==> src/rtl/button_conditioner.sv <==
// Four-button front end: 2-flop sync, per-button debounce, and a priority issue
// stage producing one-hot press pulses. Auto-repeat while held: BTN_AUTOREPEAT_EN.
module button_conditioner #(
   parameter int unsigned DEBOUNCE_CYCLES = 500000,
   parameter int unsigned CNT_W           = 20,
   parameter int unsigned REPEAT_CYCLES   = 1000000
) (
   input  logic       clk,
   input  logic       rst_n,
   input  logic [3:0] buttons_n,
   output logic [3:0] buttons_pressed,
   output logic [3:0] buttons_level
);

   localparam int unsigned N_BTN = 4;
   localparam logic [CNT_W-1:0] DB_LAST = CNT_W'(DEBOUNCE_CYCLES - 1);

   // Elaboration-time parameter sanity.
   if (DEBOUNCE_CYCLES < 2) begin : g_bad_debounce
      $error("button_conditioner: DEBOUNCE_CYCLES must be >= 2");
   end
   if (64'(DEBOUNCE_CYCLES) > (64'(1) << CNT_W)) begin : g_bad_db_width
      $error("button_conditioner: CNT_W too narrow for DEBOUNCE_CYCLES-1");
   end
   if (64'(REPEAT_CYCLES) > (64'(1) << CNT_W)) begin : g_bad_rpt_width
      $error("button_conditioner: CNT_W too narrow for REPEAT_CYCLES-1");
   end

   logic [N_BTN-1:0] sync1;
   logic [N_BTN-1:0] sync2;
   logic [N_BTN-1:0] level;
   logic [N_BTN-1:0] level_nxt;
   logic [N_BTN-1:0] rise;
   logic [N_BTN-1:0] pending;
   logic [N_BTN-1:0] pending_nxt;
   logic [N_BTN-1:0] grant;
   logic [N_BTN-1:0] pressed;
   logic [N_BTN-1:0] rpt_fire;
   logic [CNT_W-1:0] db_cnt     [N_BTN];
   logic [CNT_W-1:0] db_cnt_nxt [N_BTN];

   // Keys are active-low; the synchroniser stores "pressed" as 1.
   always_ff @(posedge clk or negedge rst_n) begin
      if (!rst_n) begin
         sync1 <= '0;
         sync2 <= '0;
      end else begin
         sync1 <= ~buttons_n;
         sync2 <= sync1;
      end
   end

   // Accept a new level only after DEBOUNCE_CYCLES consecutive disagreeing samples.
   always_comb begin
      level_nxt = level;
      rise      = '0;
      for (int i = 0; i < int'(N_BTN); i++) begin
         db_cnt_nxt[i] = '0;
         if (sync2[i] != level[i]) begin
            if (db_cnt[i] == DB_LAST) begin
               level_nxt[i] = sync2[i];
               rise[i]      = sync2[i];
            end else begin
               db_cnt_nxt[i] = db_cnt[i] + CNT_W'(1);
            end
         end
      end
   end

   always_ff @(posedge clk or negedge rst_n) begin
      if (!rst_n) begin
         level <= '0;
         for (int i = 0; i < int'(N_BTN); i++) begin
            db_cnt[i] <= '0;
         end
      end else begin
         level <= level_nxt;
         for (int i = 0; i < int'(N_BTN); i++) begin
            db_cnt[i] <= db_cnt_nxt[i];
         end
      end
   end

`ifdef BTN_AUTOREPEAT_EN
   localparam logic [CNT_W-1:0] RPT_LAST = CNT_W'(REPEAT_CYCLES - 1);

   logic [CNT_W-1:0] rpt_cnt     [N_BTN];
   logic [CNT_W-1:0] rpt_cnt_nxt [N_BTN];

   // Repeat timer runs only while the debounced level is held; idle level clears it.
   always_comb begin
      rpt_fire = '0;
      for (int i = 0; i < int'(N_BTN); i++) begin
         rpt_cnt_nxt[i] = '0;
         if (level[i]) begin
            if (rpt_cnt[i] == RPT_LAST) begin
               rpt_fire[i] = 1'b1;
            end else begin
               rpt_cnt_nxt[i] = rpt_cnt[i] + CNT_W'(1);
            end
         end
      end
   end

   always_ff @(posedge clk or negedge rst_n) begin
      if (!rst_n) begin
         for (int i = 0; i < int'(N_BTN); i++) begin
            rpt_cnt[i] <= '0;
         end
      end else begin
         for (int i = 0; i < int'(N_BTN); i++) begin
            rpt_cnt[i] <= rpt_cnt_nxt[i];
         end
      end
   end
`else
   assign rpt_fire = '0;
`endif

   // Highest pending index wins, matching the CPU vector priority.
   always_comb begin
      grant = '0;
      for (int i = 0; i < int'(N_BTN); i++) begin
         if (pending[i]) begin
            grant    = '0;
            grant[i] = 1'b1;
         end
      end
      pending_nxt = (pending & ~grant) | rise | rpt_fire;
   end

   always_ff @(posedge clk or negedge rst_n) begin
      if (!rst_n) begin
         pending <= '0;
         pressed <= '0;
      end else begin
         pending <= pending_nxt;
         pressed <= grant;
      end
   end

   assign buttons_pressed = pressed;
   assign buttons_level   = level;

endmodule

==> config.mk <==
export PLATFORM = sky130hd
export DESIGN_NAME = button_conditioner
export DESIGN_NICKNAME = d
export VERILOG_FILES = /design/src/rtl/button_conditioner.sv
export SDC_FILE = /design/constraint.sdc
export NUM_CORES = 1
export LEC_CHECK = 0
export BUFFER_PORTS_ARGS = -buffer_cell sky130_fd_sc_hd__buf_4
export CAP_MARGIN = 20
export CELL_PAD_IN_SITES_DETAIL_PLACEMENT = 1
export CELL_PAD_IN_SITES_GLOBAL_PLACEMENT = 1
export CORE_UTILIZATION = 49
export DETAILED_ROUTE_END_ITERATION = 12
export MAX_ROUTING_LAYER = met4
export PLACE_DENSITY = 0.76
export SLEW_MARGIN = 20
export SYNTH_ARGS = -nofsm -noshare
export SYNTH_HDL_FRONTEND = slang
export SYNTH_SLANG_ARGS = --single-unit
==> constraint.sdc <==
create_clock -name clk -period 3 [get_ports clk]
set_clock_uncertainty 0.2 [all_clocks]
set_input_delay 0.3 -clock clk [delete_from_list [all_inputs] [get_ports clk]]
set_output_delay 0.3 -clock clk [all_outputs]
set_load 0.02 [all_outputs]
## Word-level counts from Yosys, hierarchy flattened

Cells that the tools add are included.

- Register bits: 100
- Latch bits: 0
- RAM bits: 0
- Memory bits (read-only): 0
- Bits of input ports: 6
- Output and inout bits: 8
- Word-level logic and storage cells: 52
- Memories kept: 0

- Add/sub/neg operators: 4
- $mul: 0
- Divide/modulo/power cells: 0
- Order comparisons: 0
- Equal/unequal tests: 8
- Shift operators: 0
- Mux-type cells: 20
- Bitwise operators: 4
- Reduce and logical (&&, ||, !) cells: 4

Operators with widths:

| operator | number |
|---|---|
| 20-bit 2-to-1 mux | 8 |
| 20-bit by 1-bit adder with 20-bit output (second input constant) | 4 |
| 20-bit by 19-bit equality test with 1-bit output (second input constant) | 4 |
| 1-bit 2-to-1 mux | 9 |
| 4-bit NOT | 2 |
| 2-bit AND reduction | 4 |
| 4-bit AND | 1 |
| 4-bit 2-to-1 mux | 1 |
| 1-bit inequality test | 4 |
| 4-bit bitwise OR | 1 |
| 3-bit 2-to-1 mux | 1 |
| 2-bit 2-to-1 mux | 1 |

## Depth between registers and ports, before layout

- Word-level depth: 7
- Gate-level depth with buffers: 6
- Mapped depth without buffers: 5

## Least setup slack after synthesis

OpenSTA, ideal clock, no wires.

- Path kind: register to register
- Start: reg db_cnt[72] in the netlist's numbering
- End: reg level[0], in the netlist buttons_level[0]
- Library setup time: 125 ps
- Data arrival time: 1726 ps
- Slack: 949 ps
- Cell stages (with the launch flop): 5
- Clock period less this slack: 2051 ps
- Path through: dfrtp_1 nor4_1 nand4_1 or4_4 mux2_4

- Word-level cells in the longest chain between the ends: 2

Ends and longest elaborated chain:

| element | line | source |
|---|---|---|
| from (decl) | 39 | `logic [CNT_W-1:0] db_cnt [N_BTN];` |
| from (signal, indexed assignment) | 79 | `db_cnt[i] <= db_cnt_nxt[i];` |
| 20-bit by 19-bit equality test with 1-bit output | 60 | `if (db_cnt[i] == DB_LAST) begin` |
| 2-bit AND reduction (no line) | n/a |  |
| to (signal assigned) | 77 | `level <= level_nxt;` |
| to (decl) | 31 | `logic [N_BTN-1:0] level;` |

Every way passes these cells.
A chain may end at the register's enable or synchronous reset.

==> flow_metrics.tcl <==
set metrics [dict create \
    worst_ep_arrival_time_ns 2.26 \
    critPathMaxStageDelay_ns 0.63 \
    cellLeakagePower_uw 0.00215 \
    place_ws_ns 0.765 \
    wire_per_inst_um 16.4 \
    clkSinkCount 100 \
    sw_frac_of_total_pct 24.5 \
    relSlewSlack_pct 51.6 \
    n_antenna_cell 0 \
    grt_setup_unrepaired "false" \
    grt_pass1_vias 3726 \
    hold_path_class "reg -> reg" \
    post-cts-setup-buffer-count 0 \
    chipWidth_um 101 \
    seqPwrFrac_pct 60.7 \
    synth_area_per_cell_um2 10.2 \
    finalSetupViolations 0 \
    grt_pass1_wl_mm 18.2 \
    p_int_uw 1730 \
    cp_max_fo 9 \
    overflow 0 \
    synth.area.top_cells "dfrtp_1 52%, xnor2_1 9.3%, nor2_1 5.8%, nand3_1 2.9%, nand4_1 2.7%" \
    syn_inst 472 \
    outcome "finished, final reports clean" \
    final_nets 505 \
    clk_path_buf_depth 2 \
    worst_pin_slew_ns 0.726 \
    cap_violations 0 \
    vias_per_cell 5.58 \
    areaGrowthSynthToFinish_pct 10.2 \
    start_util_pct 51.1 \
    portBuffers 13 \
    fp-row-count 35 \
    synth_ff_type "dfrtp_1" \
    required_ns 3.06 \
    pwr-share-clk_pct 35.2 \
    min_period_ns 2.21 \
    h-tree-depth 3 \
    maxSlewViolCount 0 \
    seq_area_frac_synth_pct 52.2 \
    cts_root_buf "clkbuf_8" \
    yosysUniqueCellTypes 42 \
    wl_mm 10.3 \
    hold_viol 0 \
    drcViolationCount 0 \
    power_uw 2290 \
    synth-seq-cells 100 \
    synth_fp_nets 482 \
    end_kind "flop" \
    synth.most_common_cell "dfrtp_1" \
    fin_hold_ws_ns 0.157 \
    fmax_mhz 453 \
    firstDrtPassIters 4 \
    startpoint_type "flop" \
    powerDensity_nw_per_um2 433 \
    synth_area_um2 4790 \
    crit_family "compound AO/OA/AOI/OAI gates" \
    gp_congestion 0.829 \
    async_reset_ff_share_pct 100 \
    place_area_um2 5050 \
    ctsHoldBuffers 5 \
    cts_buffers 9 \
    antenna_found_initial 0 \
    ctsResizeCount 0 \
    ys_warn_count 0 \
    die-area_um2 10200 \
    crit_type "reg -> reg" \
    ys_top_cells_by_count "100 x dfrtp_1, 74 x nor2_1, 51 x xnor2_1, 28 x nand3_1, 25 x nand2_1" \
    drt_first_iter_violations 133 \
    drive_above_1_share_pct 10.6 \
    final_area_um2 5280 \
    fp.dieH_um 101 \
    worstPathCellList "nor4_1 > nand4_1 > o41ai_4 > buf_4 > a21oi_1" \
    grt_max_degree 58 \
    clk_latency_ns 0.38 \
    ir_drop_uv 312 \
    crit_slowest_cell "o41ai_4" \
    dp_hpwl_mm 7.15 \
    postRouteAntennaNets 0 \
    synth-edff-count 0 \
    vias 3512 \
    fin_crit_sh_pct 73.5 \
    critPathBufInv 1 \
    cts_tree "done" \
    power_frac_comb_pct 4.2 \
    switchingPower_uw 559 \
    tns_ns 0 \
    grt_use_total_pct 23.7 \
    worst_slack_ns 0.794 \
    cts.clk_slew.worst_paths_ns 0.09 \
    synth_top_area_share_pct 52.2 \
    pin_count 14 \
    yosysTopAreaCell "dfrtp_1" \
    coreArea_um2 9370 \
]
logic make-up (layout without fill, tap and decap cells):
group / after synthesis / after routing / synth area share, %
AO/OA/AOI/OAI: 33 / 33 / 4.88
XOR/XNOR: 61 / 61 / 11.1
adder cells (fa/ha/maj): 4 / 4 / 1.04
buffers and inverters: 35 / 63 / 2.92
flip-flops: 100 / 100 / 52.2
multiplexers: 8 / 8 / 1.85
AND/OR/NAND/NOR: 231 / 231 / 25.9
cell usage in the layout (no fill, tap or decap), types with 12 or more instances in the layout:
master,synthesis,final
dfrtp_1,100,100
nor2_1,74,74
xnor2_1,51,51
nand3_1,28,28
nand2_1,25,25
inv_1,23,23
nand4_1,21,21
nor3_1,20,20
buf_4,0,18
nor4_1,17,17
a21oi_1,12,12
worst paths after layout:
path	start	end	slack [ns]	depth (start not counted)
hold / removal	sync1[2]	sync2[2]	0.16	0
setup / recovery	db_cnt[72]	db_cnt[79]	0.79	5
setup reg to reg	db_cnt[72]	db_cnt[79]	0.79	5
hold reg to reg	sync1[2]	sync2[2]	0.16	0
max in group asynchronous	rst_n	db_cnt[35]	1.57	3
min in group asynchronous	rst_n	db_cnt[77]	0.33	2
power by group through the flow:
stage	combinational [uW]	clock (uW)	sequential [uW]
4_1_cts	99.5	840	1390
3_5_place_dp	93.9	0	1410
5_1_grt	112	883	1390
2_1_floorplan	44.1	0	1410
6_report	95.0	804	1390
3_3_place_gp	90.7	0	1410
worst reg2reg max path: stages, from the launching register on:
cell	delay (ns)
dfrtp_1	0.44
nor4_1	0.29
nand4_1	0.21
o41ai_4	0.63
buf_4	0.27
a21oi_1	0.05
routing by layer:
| metal | global-route usage (%) | vias up | routed length, um |
|---|---|---|---|
| met4 | 7.92 | 0 | 138 |
| met3 | 4.51 | 12 | 179 |
| li1 | - | 1687 | - |
| met1 | 31.3 | 1786 | 4960 |
| met5 | - | - | 0 |
| met2 | 37.0 | 27 | 5020 |
through the flow:
| stage | utilization, % | std cells |
|---|---|---|
| final | 56.4 | 629 |
| after global placement | 53.9 | 608 |
| after detailed placement | 53.9 | 608 |
| after CTS | 56.4 | 629 |
| after floorplan | - | 472 |
| after global routing | 56.4 | 629 |
registers in the layout, indices dropped and copies added (netlist names):
signal	cells
sync1	4
db_cnt	80
buttons_level	4
sync2	4
pending	4
buttons_pressed	4
area by class of cell:
cell class | count | area, um^2
clock buffers | 11 | 141
clock inverters | 5 | 35.0
fillers | 1086 | 4090
inverters | 23 | 86.3
multi-input cells | 337 | 2150
flip-flops and latches | 100 | 2500
well taps | 129 | 161
repair buffers | 24 | 205
Power figures use the tool's default switching activity.
